File: src/rtl/mux_sync_dst_mc_if.sv
// Source-to-destination bundle for mux_sync_dst_mc: per-channel request, held data,
// consumer handshake and overrun control.
interface mux_sync_dst_mc_if #(
  parameter int unsigned DWIDTH = 4,
  parameter int unsigned NCH    = 2
);
  logic [NCH-1:0]        i_async_req;
  logic [NCH*DWIDTH-1:0] i_async_data;
  logic [NCH-1:0]        i_ready;
  logic [NCH-1:0]        i_ovf_clr;
  logic [NCH*DWIDTH-1:0] o_data;
  logic [NCH-1:0]        o_valid;
  logic [NCH-1:0]        o_ack;
  logic [NCH-1:0]        o_ovf;

  modport master (
    output i_async_req, i_async_data, i_ready, i_ovf_clr,
    input  o_data, o_valid, o_ack, o_ovf
  );

  modport slave (
    input  i_async_req, i_async_data, i_ready, i_ovf_clr,
    output o_data, o_valid, o_ack, o_ovf
  );
endinterface

File: src/rtl/mux_sync_dst_mc.sv
// Multi-channel destination-side mux synchroniser: synchronises each request, captures the
// held source word on an event, presents it valid/ready, acks the source and flags overruns.
module mux_sync_dst_mc #(
  parameter int unsigned DWIDTH      = 4,
  parameter int unsigned NCH         = 2,
  parameter int unsigned SYNC_STAGES = 2,
  parameter int unsigned MODE        = 0
) (
  input  logic             i_clk,
  input  logic             rst,
  mux_sync_dst_mc_if.slave bus
);

  localparam int unsigned     CntW       = $clog2(SYNC_STAGES + 2);
  localparam logic [CntW-1:0] SettleInit = CntW'(SYNC_STAGES + 1);

  logic [NCH-1:0][SYNC_STAGES-1:0] sync_q, sync_d;
  logic [NCH-1:0]                  hreq_q, hreq_d;
  logic [NCH-1:0]                  event_q, event_d;
  logic [NCH-1:0]                  valid_q, valid_d;
  logic [NCH-1:0]                  ack_q, ack_d;
  logic [NCH-1:0]                  ovf_q, ovf_d;
  logic [NCH-1:0][DWIDTH-1:0]      data_q, data_d;
  logic [CntW-1:0]                 settle_q, settle_d;
  logic [NCH-1:0]                  sreq, xfer, edge_det;

  always_comb begin
    settle_d = settle_q;
    if (settle_q != '0) begin
      settle_d = settle_q - 1'b1;
    end
    sync_d   = sync_q;
    hreq_d   = hreq_q;
    event_d  = '0;
    valid_d  = valid_q;
    ack_d    = ack_q;
    ovf_d    = ovf_q;
    data_d   = data_q;
    sreq     = '0;
    xfer     = '0;
    edge_det = '0;

    for (int c = 0; c < NCH; c++) begin
      sync_d[c]   = {sync_q[c][SYNC_STAGES-2:0], bus.i_async_req[c]};
      sreq[c]     = sync_q[c][SYNC_STAGES-1];
      hreq_d[c]   = sreq[c];
      edge_det[c] = (MODE == 0) ? (sreq[c] ^ hreq_q[c]) : (sreq[c] & ~hreq_q[c]);
      // History keeps tracking during settle; only the event itself is masked.
      event_d[c]  = (settle_q == '0) & edge_det[c];
      xfer[c]     = valid_q[c] & bus.i_ready[c];

      if (event_q[c] && (!valid_q[c] || bus.i_ready[c])) begin
        data_d[c]  = bus.i_async_data[c*DWIDTH +: DWIDTH];
        valid_d[c] = 1'b1;
      end else if (xfer[c]) begin
        valid_d[c] = 1'b0;
      end

      // Overrun drops the new sample; set beats clear.
      if (event_q[c] && valid_q[c] && !bus.i_ready[c]) begin
        ovf_d[c] = 1'b1;
      end else if (bus.i_ovf_clr[c]) begin
        ovf_d[c] = 1'b0;
      end

      if (MODE == 0) begin
        if (xfer[c]) begin
          ack_d[c] = ~ack_q[c];
        end
      end else if (xfer[c]) begin
        ack_d[c] = 1'b1;
      end else if (ack_q[c] && !sreq[c]) begin
        ack_d[c] = 1'b0;
      end
    end
  end

  always_ff @(posedge i_clk) begin
    if (rst) begin
      sync_q   <= '0;
      hreq_q   <= '0;
      event_q  <= '0;
      valid_q  <= '0;
      ack_q    <= '0;
      ovf_q    <= '0;
      data_q   <= '0;
      settle_q <= SettleInit;
    end else begin
      sync_q   <= sync_d;
      hreq_q   <= hreq_d;
      event_q  <= event_d;
      valid_q  <= valid_d;
      ack_q    <= ack_d;
      ovf_q    <= ovf_d;
      data_q   <= data_d;
      settle_q <= settle_d;
    end
  end

  assign bus.o_data  = data_q;
  assign bus.o_valid = valid_q;
  assign bus.o_ack   = ack_q;
  assign bus.o_ovf   = ovf_q;

endmodule

File: src/flat_wrapper.sv
// flat-port wrapper written by rule: the top's interface ports become plain ports
module mux_sync_dst_mc_flat 
#(
  parameter int unsigned DWIDTH      = 4,
  parameter int unsigned NCH         = 2,
  parameter int unsigned SYNC_STAGES = 2,
  parameter int unsigned MODE        = 0
)
  (i_clk, rst, bus_i_async_req, bus_i_async_data, bus_i_ready, bus_i_ovf_clr, bus_o_data, bus_o_valid, bus_o_ack, bus_o_ovf);
  mux_sync_dst_mc_if #(.DWIDTH(DWIDTH), .NCH(NCH)) bus_i ();
  input  logic i_clk;
  input  logic rst;
  input wire logic [$bits(bus_i.i_async_req)-1:0] bus_i_async_req;
  input wire logic [$bits(bus_i.i_async_data)-1:0] bus_i_async_data;
  input wire logic [$bits(bus_i.i_ready)-1:0] bus_i_ready;
  input wire logic [$bits(bus_i.i_ovf_clr)-1:0] bus_i_ovf_clr;
  output wire logic [$bits(bus_i.o_data)-1:0] bus_o_data;
  output wire logic [$bits(bus_i.o_valid)-1:0] bus_o_valid;
  output wire logic [$bits(bus_i.o_ack)-1:0] bus_o_ack;
  output wire logic [$bits(bus_i.o_ovf)-1:0] bus_o_ovf;
  assign bus_i.i_async_req = bus_i_async_req;
  assign bus_i.i_async_data = bus_i_async_data;
  assign bus_i.i_ready = bus_i_ready;
  assign bus_i.i_ovf_clr = bus_i_ovf_clr;
  assign bus_o_data = bus_i.o_data;
  assign bus_o_valid = bus_i.o_valid;
  assign bus_o_ack = bus_i.o_ack;
  assign bus_o_ovf = bus_i.o_ovf;
  mux_sync_dst_mc #(.DWIDTH(DWIDTH), .NCH(NCH), .SYNC_STAGES(SYNC_STAGES), .MODE(MODE)) u_core (.i_clk(i_clk), .rst(rst), .bus(bus_i));
endmodule
File: config.mk
export PLATFORM = sky130hd
export DESIGN_NAME = mux_sync_dst_mc_flat
export DESIGN_NICKNAME = d
export VERILOG_FILES = /design/src/rtl/mux_sync_dst_mc_if.sv /design/src/rtl/mux_sync_dst_mc.sv /design/src/flat_wrapper.sv
export SDC_FILE = /design/constraint.sdc
export NUM_CORES = 1
export LEC_CHECK = 0
export ABC_AREA = 0
export CAP_MARGIN = 5
export CORE_ASPECT_RATIO = 0.5
export CORE_UTILIZATION = 35
export DETAILED_ROUTE_END_ITERATION = 8
export PLACE_DENSITY = 0.62
export SETUP_SLACK_MARGIN = 0.15
export SYNTH_ARGS = -nofsm -noshare
export SYNTH_HDL_FRONTEND = slang
export SYNTH_SLANG_ARGS = --single-unit
File: constraint.sdc
create_clock -name i_clk -period 1.3 [get_ports i_clk]
set_input_delay 0.195 -clock i_clk [delete_from_list [all_inputs] [get_ports i_clk]]
set_output_delay 0.195 -clock i_clk [all_outputs]
set_load 0.02 [all_outputs]
# Yosys cells after proc, flatten, opt, wreduce, memory -nomap -nowiden
# Cells that the tools add are included.
# op_classes
addsub,1
multipliers,0
n_div,0
n_lt_le_gt_ge,0
n_eq_ne,0
n_shift,0
muxes,8
bitwise,8
n_reduce_logical,18
# op_table
operator,count
$reduce_bool A2 Y1,5
$mux W1,8
$logic_and A1 B1 Y1,6
$and A1 B1 Y1,4
$logic_not A1 Y1,4
$logic_not A2 Y1,1
$logic_or A1 B1 Y1,2
$not A1 Y1,2
$sub A2 B1 Y2 const B,1
$xor A1 B1 Y1,2
# word_totals
ff_bits,24
latchBits,0
mem_bits_rw,0
rom_bits,0
in_bits,16
output_inout_bits,14
wordCells,48
memories,0

# Depth between registers and ports, before layout
# Gate-level depths: netlist (run 1).
# logic_depth
depth_word,4
mapped_depth,4
depth_no_buf,4

# Worst setup path after synthesis (run 1)
# OpenSTA, ideal clock, no wires.
# synth_path
path_type,flip-flop to flip-flop
startpoint,register u_core.settle_q[0]
endpoint,register u_core.settle_q[1]
setup_ns,0.123
arrival_time_ns,0.955
required_ns,1.177
setup_slack_ns,0.222
path_stages_with_launch,5
path_buffers,0
period_less_slack_ns,1.078
path_cell_list,dfxtp_1 > inv_1 > ha_1 > mux2i_1 > or2_2
# synth_between
elab_chain_len,1
elab_cells_between_ends,2
classes_between,1 x add/sub; 1 x reduce/logical
# synth_lines
item,line_no,rtl
start: declaration,mux_sync_dst_mc.sv:24,"logic [CntW-1:0] settle_q, settle_d;"
start signal: assignment,mux_sync_dst_mc.sv:87,settle_q <= SettleInit;
start signal: assignment,mux_sync_dst_mc.sv:96,settle_q <= settle_d;
$sub A2 B1 Y2 or $reduce_bool A2 Y1 (tied branches),"mux_sync_dst_mc.sv:30, mux_sync_dst_mc.sv:29",
# Parallel ways exist; a longest one is shown, timed or not.
# A chain may end at the register's enable or synchronous reset.

# Worst setup path in the final report (run 1)
# layout_path
startpoint,register u_core.data_q (netlist bit u_core.bus.o_data[5])
endpoint,output bus_o_data[5]
# layout_rtl
item,line_no,rtl
start: declaration,mux_sync_dst_mc.sv:23,"logic [NCH-1:0][DWIDTH-1:0] data_q, data_d;"
start signal: assignment,mux_sync_dst_mc.sv:95,data_q <= data_d;
end: declaration,flat_wrapper.sv:17,output wire logic [$bits(bus_i.o_data)-1:0] bus_o_data;
# No word-level cell between the ends.

==> results of run 1 <==
[cells in the mapped netlist]
cell type   n  area share, %
buf_6       2            2.4
xor2_1      3            2.8
nand2b_1   18             12
xnor2_1     2            1.9
nor2b_4     2            2.9
nor2_1     10            4.0
dfxtp_1    24             51
inv_1       2           0.80
buf_2       2            1.1
mux2i_1     9            9.6
a21oi_1     2            1.1
nor2b_2     2            1.9
clkbuf_1    1           0.40
ha_1        1            1.3
nand2_1     2           0.80
nor2b_1     8            5.3
or2_2       1           0.67
[metal layers]
layer | GRT usage (%) | up-vias | part of all wire, % | routed length, um
met4 | 6.94 | 0 | 2.0 | 28
li1 | - | 344 | - | -
met2 | 16.7 | 20 | 39 | 545
met1 | 14.0 | 268 | 52 | 715
met3 | 6.25 | 2 | 7.1 | 98
met5 | 0 | - | 0 | 0
[worst register-to-register path, stage by stage (launching register included)]
cell     delay [ps]
dfxtp_2         340
inv_1            40
ha_2            290
mux2i_1          60
or2_4           220
[final timing paths]
check | startpoint | endpoint | slack (ps) | depth (start not counted)
setup / recovery | u_core.bus.o_data[5] | bus_o_data[5] | 190 | 1
hold reg to reg | u_core.sync_d[1] | u_core.hreq_d[0] | 440 | 1
setup reg to reg | u_core.settle_q[0] | u_core.settle_q[1] | 250 | 4
hold / removal | u_core.sync_d[1] | u_core.hreq_d[0] | 440 | 1
[registers in the layout, summed over array words and instances (netlist names)]
signal and cells:
u_core.hreq_d 2, u_core.sync_d 2, u_core.bus.o_valid 2, u_core.event_q 2, u_core.hreq_q 2, u_core.bus.o_ack 2
u_core.bus.o_data 8, u_core.bus.o_ovf 2, u_core.settle_q 2
[per-stage QoR]
stage	cell area (um2)	utilization, %	worst slack, ps	power, mW
after floorplan	940	-	222	0.867
after global placement	1270	53.7	-14.7	0.933
after detailed placement	1270	53.7	-52.4	0.936
after CTS	1300	54.8	138	1.36
after global routing	1310	55.0	150	1.42
final	1310	55.0	187	1.35
[cell type report]
cell class	instances	area [um2]	share of cell area, %
Clock buffer	3	41.3	3.16
Tap cell	35	43.8	3.36
Inverter	2	7.51	0.575
Sequential cell	24	482	36.9
Multi-Input combinational cell	60	420	32.2
Timing Repair Buffer	34	310	23.8
[what timing repair did]
action	CTS	global route
setup endpoints to repair	14	13
cloned	0	0
gates resized for setup	15	17
[kinds of logic after synthesis]
logic type,count (synthesis),share of synthesized area (%)
AOI/OAI and AO/OA,2,1.07
xor gates and xnor gates,5,4.66
adders and majority gates,1,1.33
buffers and inverters,7,4.66
DFF,24,51.1
muxes,9,9.59
and+or+nand+nor,43,27.6
[power by group]
group / internal, mW / switching [mW]
Sequential: 0.761 / 0.0101
Combinational: 0.0988 / 0.0551
Clock: 0.207 / 0.217
==> flow_summary.ini, run 1 <==
[finish]
layout_commonest_cell = dfxtp_1
layout.nets = 142
num_antenna_cells = 0
fin_cells = 158
drive_gt1_share_pct = 14.6
mostFrequentLayoutCells = dfxtp_1, nand2b_1, clkdlybuf4s50_1, nor2_1
area_delta_synth_final_pct = 38.9
num-fill-cells = 233

[clock_network]
cts_setup_buffers = 0
cts.sinks = 24
htree_num_levels = 1
path_clk_slew_ps = 80
clockBufferDepth = 2
cts_root_buf = clkbuf_8
clkLatencyLatePin_ps = 260
cts_buffers = 3
cts_tree = done
ctsHoldBuffers = 0

[place]
gp_routability_congestion = 0.665
dpl.hpwl_mm = 1.03
io_buffer_count = 29
place_inst = 155

[floorplan]
io-pin-count = 30
start_util_pct = 39.6
fp.coreArea_um2 = 2370
die_height_um = 38.6
dieWidth_um = 75.3
fp-row-count = 12
die_area_um2 = 2910

[worst_setup_path]
cpPeakStageDelay_ps = 330
crit_type = reg2out
cp.buffers_inverters = 1
cpMaxStageDelayCell = dfxtp_1
cp_top_family = flip-flops
path_cells = dlygate4sd2_1
worstPathMaxFanout = 2
critPathLaunchType = flip-flop
cp-end-kind = output pin
cp.arrival_ps = 920
cp.required_ps = 1110

[drt]
routed_wl_mm = 1.39
dr_total_vias = 634
drc_errors = 0
antenna_left = 0
wl_per_cell_um = 8.78
dr.pass1.iters = 2
first_iter_violations = 22
vias_per_cell = 4.01

[power_and_ir_drop]
power_leakage_nw = 0.510
ir_drop_uv = 380
power_density_nw_per_um2 = 1030

[timing]
drv_slew = 0
setup_viol = 0
worstMarginPinSlew_ps = 288
rsz0062_at_grt = no
post-route-period-util_pct = 85.6
fmax_mhz = 899
min_period_ps = 1110
fin_tns_setup_ps = 0
whs_ps = 440
relSlewSlack_pct = 80.7
finalHoldViolations = 0
clock_skew_ps = 2.93

[logic_synthesis]
ys_types = 17
syn_nets = 108
ys_ff_latch = 24
synth_warnings = 0
netlist_instances = 91
seq_area_frac_synth_pct = 51.1
synth_area_um2 = 940
syn_avg_cell_area_um2 = 10.3

[run_status]
outcome = finished, final reports clean

[flow_run]
cap_viol_max_count = 0

[global_route]
grt_pass1_vias = 535
grt_overflow = 0
grt_usage_pct = 11.7
grt_pass1_wl_mm = 2.30
antenna_found_initial = 0
grt_max_degree = 15

[worst_hold_path]
hp-class = reg2reg
(Power assumes the default switching activity.)
==> run 2, diff against run 1 <==
Settings changed: CTS_BUF_LIST from default to sky130_fd_sc_hd__clkbuf_8 sky130_fd_sc_hd__clkbuf_16, PLACE_DENSITY 0.62 to 0.65, SLEW_MARGIN from default to 30.
Clock period 1.3 ns to 0.9 ns, I/O delays scaled along.
==> run 2 against run 1 <==
  * The run now ends with setup timing left
  * Worst setup slack got worse by 290 ps
  * Total power rose by 59%
  * Count of clock-buffer cells in the layout rose by 1
  * Largest cell class unchanged
==> flow_summary.ini, run 2 (synthesis results as in run 1) <==
[finish]
area_delta_synth_final_pct = 65.1
num_antenna_cells = 0
layout_commonest_cell = buf_6
layout.nets = 153
fin_util_pct = 65.4
mostFrequentLayoutCells = buf_6, nand2b_1, dfxtp_2, clkdlybuf4s50_1, mux2i_1
multi_input_area_um2 = 465
fin_cells = 170
seqCellArea_um2 = 505
drive_gt1_share_pct = 49.6
fin_area_um2 = 1550
largest_reg_flops = 8
num-fill-cells = 213

[clock_network]
cts_buffers = 3
clockBufferDepth = 2
clkLatencyLatePin_ps = 260
cts.sinks = 24
cts_root_buf = clkbuf_8
cts_tree = done
htree_num_levels = 1
path_clk_slew_ps = 80

[worst_hold_path]
hp-class = in2reg

[global_route]
grt_pass1_wl_mm = 2.51
antenna_found_initial = 0
grt_overflow = 0
grt_pass1_vias = 571
grtUsageMet1_pct = 14.9
grt_max_degree = 17
use_met2_pct = 20.5
use_met3_pct = 5.47
top_usage_layer = met2
grt_usage_pct = 12.5

[worst_setup_path]
crit_type = reg2reg
cp.arrival_ps = 1200
cp.required_ps = 1090
cp-end-kind = flip-flop
worstPathMaxFanout = 4
critPathLaunchType = flip-flop

[power_and_ir_drop]
ir_drop_uv = 948
p_sw_mw = 0.456
total_power_mw = 2.14
power_frac_comb_pct = 14.7
p_sw_share_pct = 21.3
p_int_mw = 1.69
power_density_nw_per_um2 = 1380
power_leakage_nw = 0.618
power_frac_seq_pct = 52.0
clock_power_share_pct = 33.3

[timing]
clock_skew_ps = 3.06
worstMarginPinSlew_ps = 176
finalHoldViolations = 0
fmax_mhz = 993
whs_ps = 360
min_period_ps = 1010
drv_slew = 0
post-route-period-util_pct = 112
relSlewSlack_pct = 88.2
fin_tns_setup_ps = -914
rsz0062_at_grt = yes
setup_viol = 12
fin_ws_ps = -107

[place]
place_inst = 163
gp_routability_congestion = 0.695
dpl_cell_area_um2 = 1370
dpl.hpwl_mm = 1.16
pre_cts_ws_ps = -361
io_buffer_count = 29

[drt]
first_iter_violations = 10
drc_errors = 0
wl_per_cell_um = 10.0
antenna_left = 0
dr_total_vias = 710
vias_per_cell = 4.18
routed_wl_mm = 1.71
dr.pass1.iters = 2

[floorplan]
fp-row-count = 12
start_util_pct = 39.6
die_height_um = 38.6
io-pin-count = 30
dieWidth_um = 75.3
die_area_um2 = 2910
fp.coreArea_um2 = 2370

[run_status]
violations = setup timing
outcome = finished with violations

[flow_run]
cap_viol_max_count = 0
-- run 2: area by class of cell --
class,instances,area share (%)
Tap cell,35,2.82
Multi-Input combinational cell,60,30.0
Clock buffer,4,3.55
Inverter,2,0.484
Timing Repair Buffer,45,30.6
Sequential cell,24,32.6
-- run 2: power groups by stage --
stage	logic (mW)	clock network (mW)	registers, mW
final	0.315	0.713	1.12
after global routing	0.345	0.779	1.12
after CTS	0.305	0.742	1.11
after detailed placement	0.286	0	1.14
after global placement	0.278	0	1.14
after floorplan	0.141	0	1.14
-- run 2: layer usage --
layer | up-vias | part of all wire [%]
li1 | 366 | -
met1 | 322 | 45
met2 | 20 | 48
met3 | 2 | 5.7
met4 | 0 | 0.70
met5 | - | 0
-- run 2: worst max-delay path, stage by stage (launching register included) --
cell,delay (ps)
dfxtp_4,350
nor2b_4,130
nor2b_2,130
buf_6,130
mux2i_1,190
-- run 2: final timing paths --
check                                            from              endpoint  slack [ps]  depth (start not counted)
worst min register to register       u_core.sync_d[3]      u_core.hreq_d[1]         460                          1
worst min-delay path                              rst    u_core.settle_q[0]         360                          3
worst max register to register  u_core.bus.o_valid[1]  u_core.bus.o_data[7]        -110                          4
worst max-delay path            u_core.bus.o_valid[1]  u_core.bus.o_data[7]        -110                          4
-- run 2: repair_timing --
item / CTS / global route
endpoints found under the setup margin: 38 / 32
resized for setup: 109 / 8
endpoints found under the hold margin: 0 / 0
setup buffers: 1 / 2
hold buffers: 0 / 0
pin swaps: 3 / 5
==> run 3, diff against run 2 <==
Settings changed: GPL_TIMING_DRIVEN from default to 0.
Clock period 0.9 ns to 0.8 ns, I/O delays scaled along.
==> run 3 against run 2 <==
  * The run still ends with setup timing left
  * Clock power down 4.2%
  * Non-clock buffer count up 3
  * Wire length shrank 6.3%
  * Count of clock-buffer cells in the layout fell by 1
  * Total power increased by 6.1%
  * Critical path depth did not move
  * Maximum frequency up 0.72%
  * Critical path type unchanged
  * Critical endpoint is now u_core.bus.o_data[0]
==> flow_summary.ini, run 3 (synthesis results as in run 1) <==
[finish]
fin_area_um2 = 1560
area_delta_synth_final_pct = 65.8
mostFrequentLayoutCells = buf_6, nand2b_1, clkdlybuf4s50_1, dfxtp_2
layout.nets = 156
num-fill-cells = 205
num_antenna_cells = 0
layout_commonest_cell = buf_6
fin_cells = 173
largest_reg_flops = 8
drive_gt1_share_pct = 47.1

[timing]
min_period_ps = 1000
finalHoldViolations = 0
fin_ws_ps = -200
worstMarginPinSlew_ps = 128
post-route-period-util_pct = 125
clock_skew_ps = 5.61
relSlewSlack_pct = 91.2
rsz0062_at_grt = yes
setup_viol = 31
fmax_mhz = 1000
drv_slew = 0

[worst_setup_path]
r2r_cells = 4
cp.arrival_ps = 1180
cp-end-kind = flip-flop
crit_type = reg2reg
cp.required_ps = 980
r2r_slack_ps = -200
worstSetupEndpoint = u_core.bus.o_data[0]
r2r-end = u_core.bus.o_data[0]
regToRegStartpoint = u_core.bus.o_valid[0]
startpoint = u_core.bus.o_valid[0]
worstPathMaxFanout = 4
critPathLaunchType = flip-flop

[power_and_ir_drop]
power_leakage_nw = 0.635
ir_drop_uv = 838
power_density_nw_per_um2 = 1460

[floorplan]
io-pin-count = 30
dieWidth_um = 75.3
die_height_um = 38.6
die_area_um2 = 2910
start_util_pct = 39.6
fp.coreArea_um2 = 2370
fp-row-count = 12

[global_route]
grt_pass1_wl_mm = 2.64
grt_usage_pct = 12.7
antenna_found_initial = 0
grt_pass1_vias = 616
grt_max_degree = 14
grt_overflow = 0

[run_status]
outcome = finished with violations
violations = setup timing

[clock_network]
cts.sinks = 24
clkLatencyLatePin_ps = 260
clockBufferDepth = 2
cts_root_buf = clkbuf_8
path_clk_slew_ps = 80
cts_tree = done
htree_num_levels = 1
cts_buffers = 3

[drt]
first_iter_violations = 25
dr_total_vias = 698
routed_wl_mm = 1.60
wl_per_cell_um = 9.25
antenna_left = 0
vias_per_cell = 4.03
dr.pass1.iters = 4
drc_errors = 0

[worst_hold_path]
whs_path_depth = 3
hp-class = in2reg

[place]
place_inst = 155
io_buffer_count = 29
pre_cts_ws_ps = -482
dpl_cell_area_um2 = 1310
gp_routability_congestion = 0.675

[flow_run]
cap_viol_max_count = 0
run 3: cell types whose count changed in the layout (fill, tap and decap cells not counted), sizes merged:
cell / delta
inv: +1
buf: +2
dlygate4sd2: -1
clkdlybuf4s50: +1
run 3: power breakdown:
part	total (mW)	internal [mW]	switching [mW]
logic	0.340	0.221	0.119
registers	1.25	1.23	0.0202
clock network	0.683	0.342	0.341
total	2.27	1.79	0.480
run 3: layout make-up:
class	count	area, um2	area share (%)
buffer	5	46.3	2.97
clock inverter	1	3.75	0.241
clock buffer	3	41.3	2.65
tap	35	43.8	2.81
timing repair buffer	43	458	29.4
multi-input combinational	60	453	29.1
sequential	24	504	32.4
inverter	2	7.51	0.482
run 3: worst min-delay path by stage:
stage	startpoint	to	slack, ps
after floorplan	bus_i_async_req[0]	u_core.sync_d[1]	250
after global placement	u_core.sync_d[3]	u_core.hreq_d[1]	420
after detailed placement	u_core.sync_d[1]	u_core.hreq_d[0]	420
after CTS	bus_i_ready[0]	u_core.bus.o_valid[0]	340
after global routing	rst	u_core.bus.o_data[3]	390
final	rst	u_core.bus.o_data[3]	350
run 3: worst max-delay path, cell delays in order (launching register included):
cell	delay, ps
dfxtp_4	350
nor2b_4	130
nor2b_2	130
buf_6	130
mux2i_1	180
run 3: metal layers:
layer  share of wire, %  vias up  GRT usage [%]
met5                  0        -              0
met4                1.1        0           2.78
met3                7.6        2           4.69
met2                 45       25           21.4
met1                 46      296           15.7
li1                   -      375              -
run 3: metrics by stage:
stage          power, mW  util [%]  hold WS, ps  setup TNS, ps
2_1_floorplan       1.44         -          248          -1210
3_3_place_gp        1.55      55.1          416         -10810
3_5_place_dp        1.56      55.1          424         -11180
4_1_cts             2.30      63.5          345          -2650
5_1_grt             2.40      65.7          390          -4090
6_report            2.27      65.7          346          -2800
run 3: repair_timing:
item	4_1_cts	5_1_grt
hold buffers	0	0
endpoints found under the setup margin	38	32
pin swaps	5	5
gates resized for setup	102	6
setup buffers	10	4
endpoints found under the hold margin	0	0
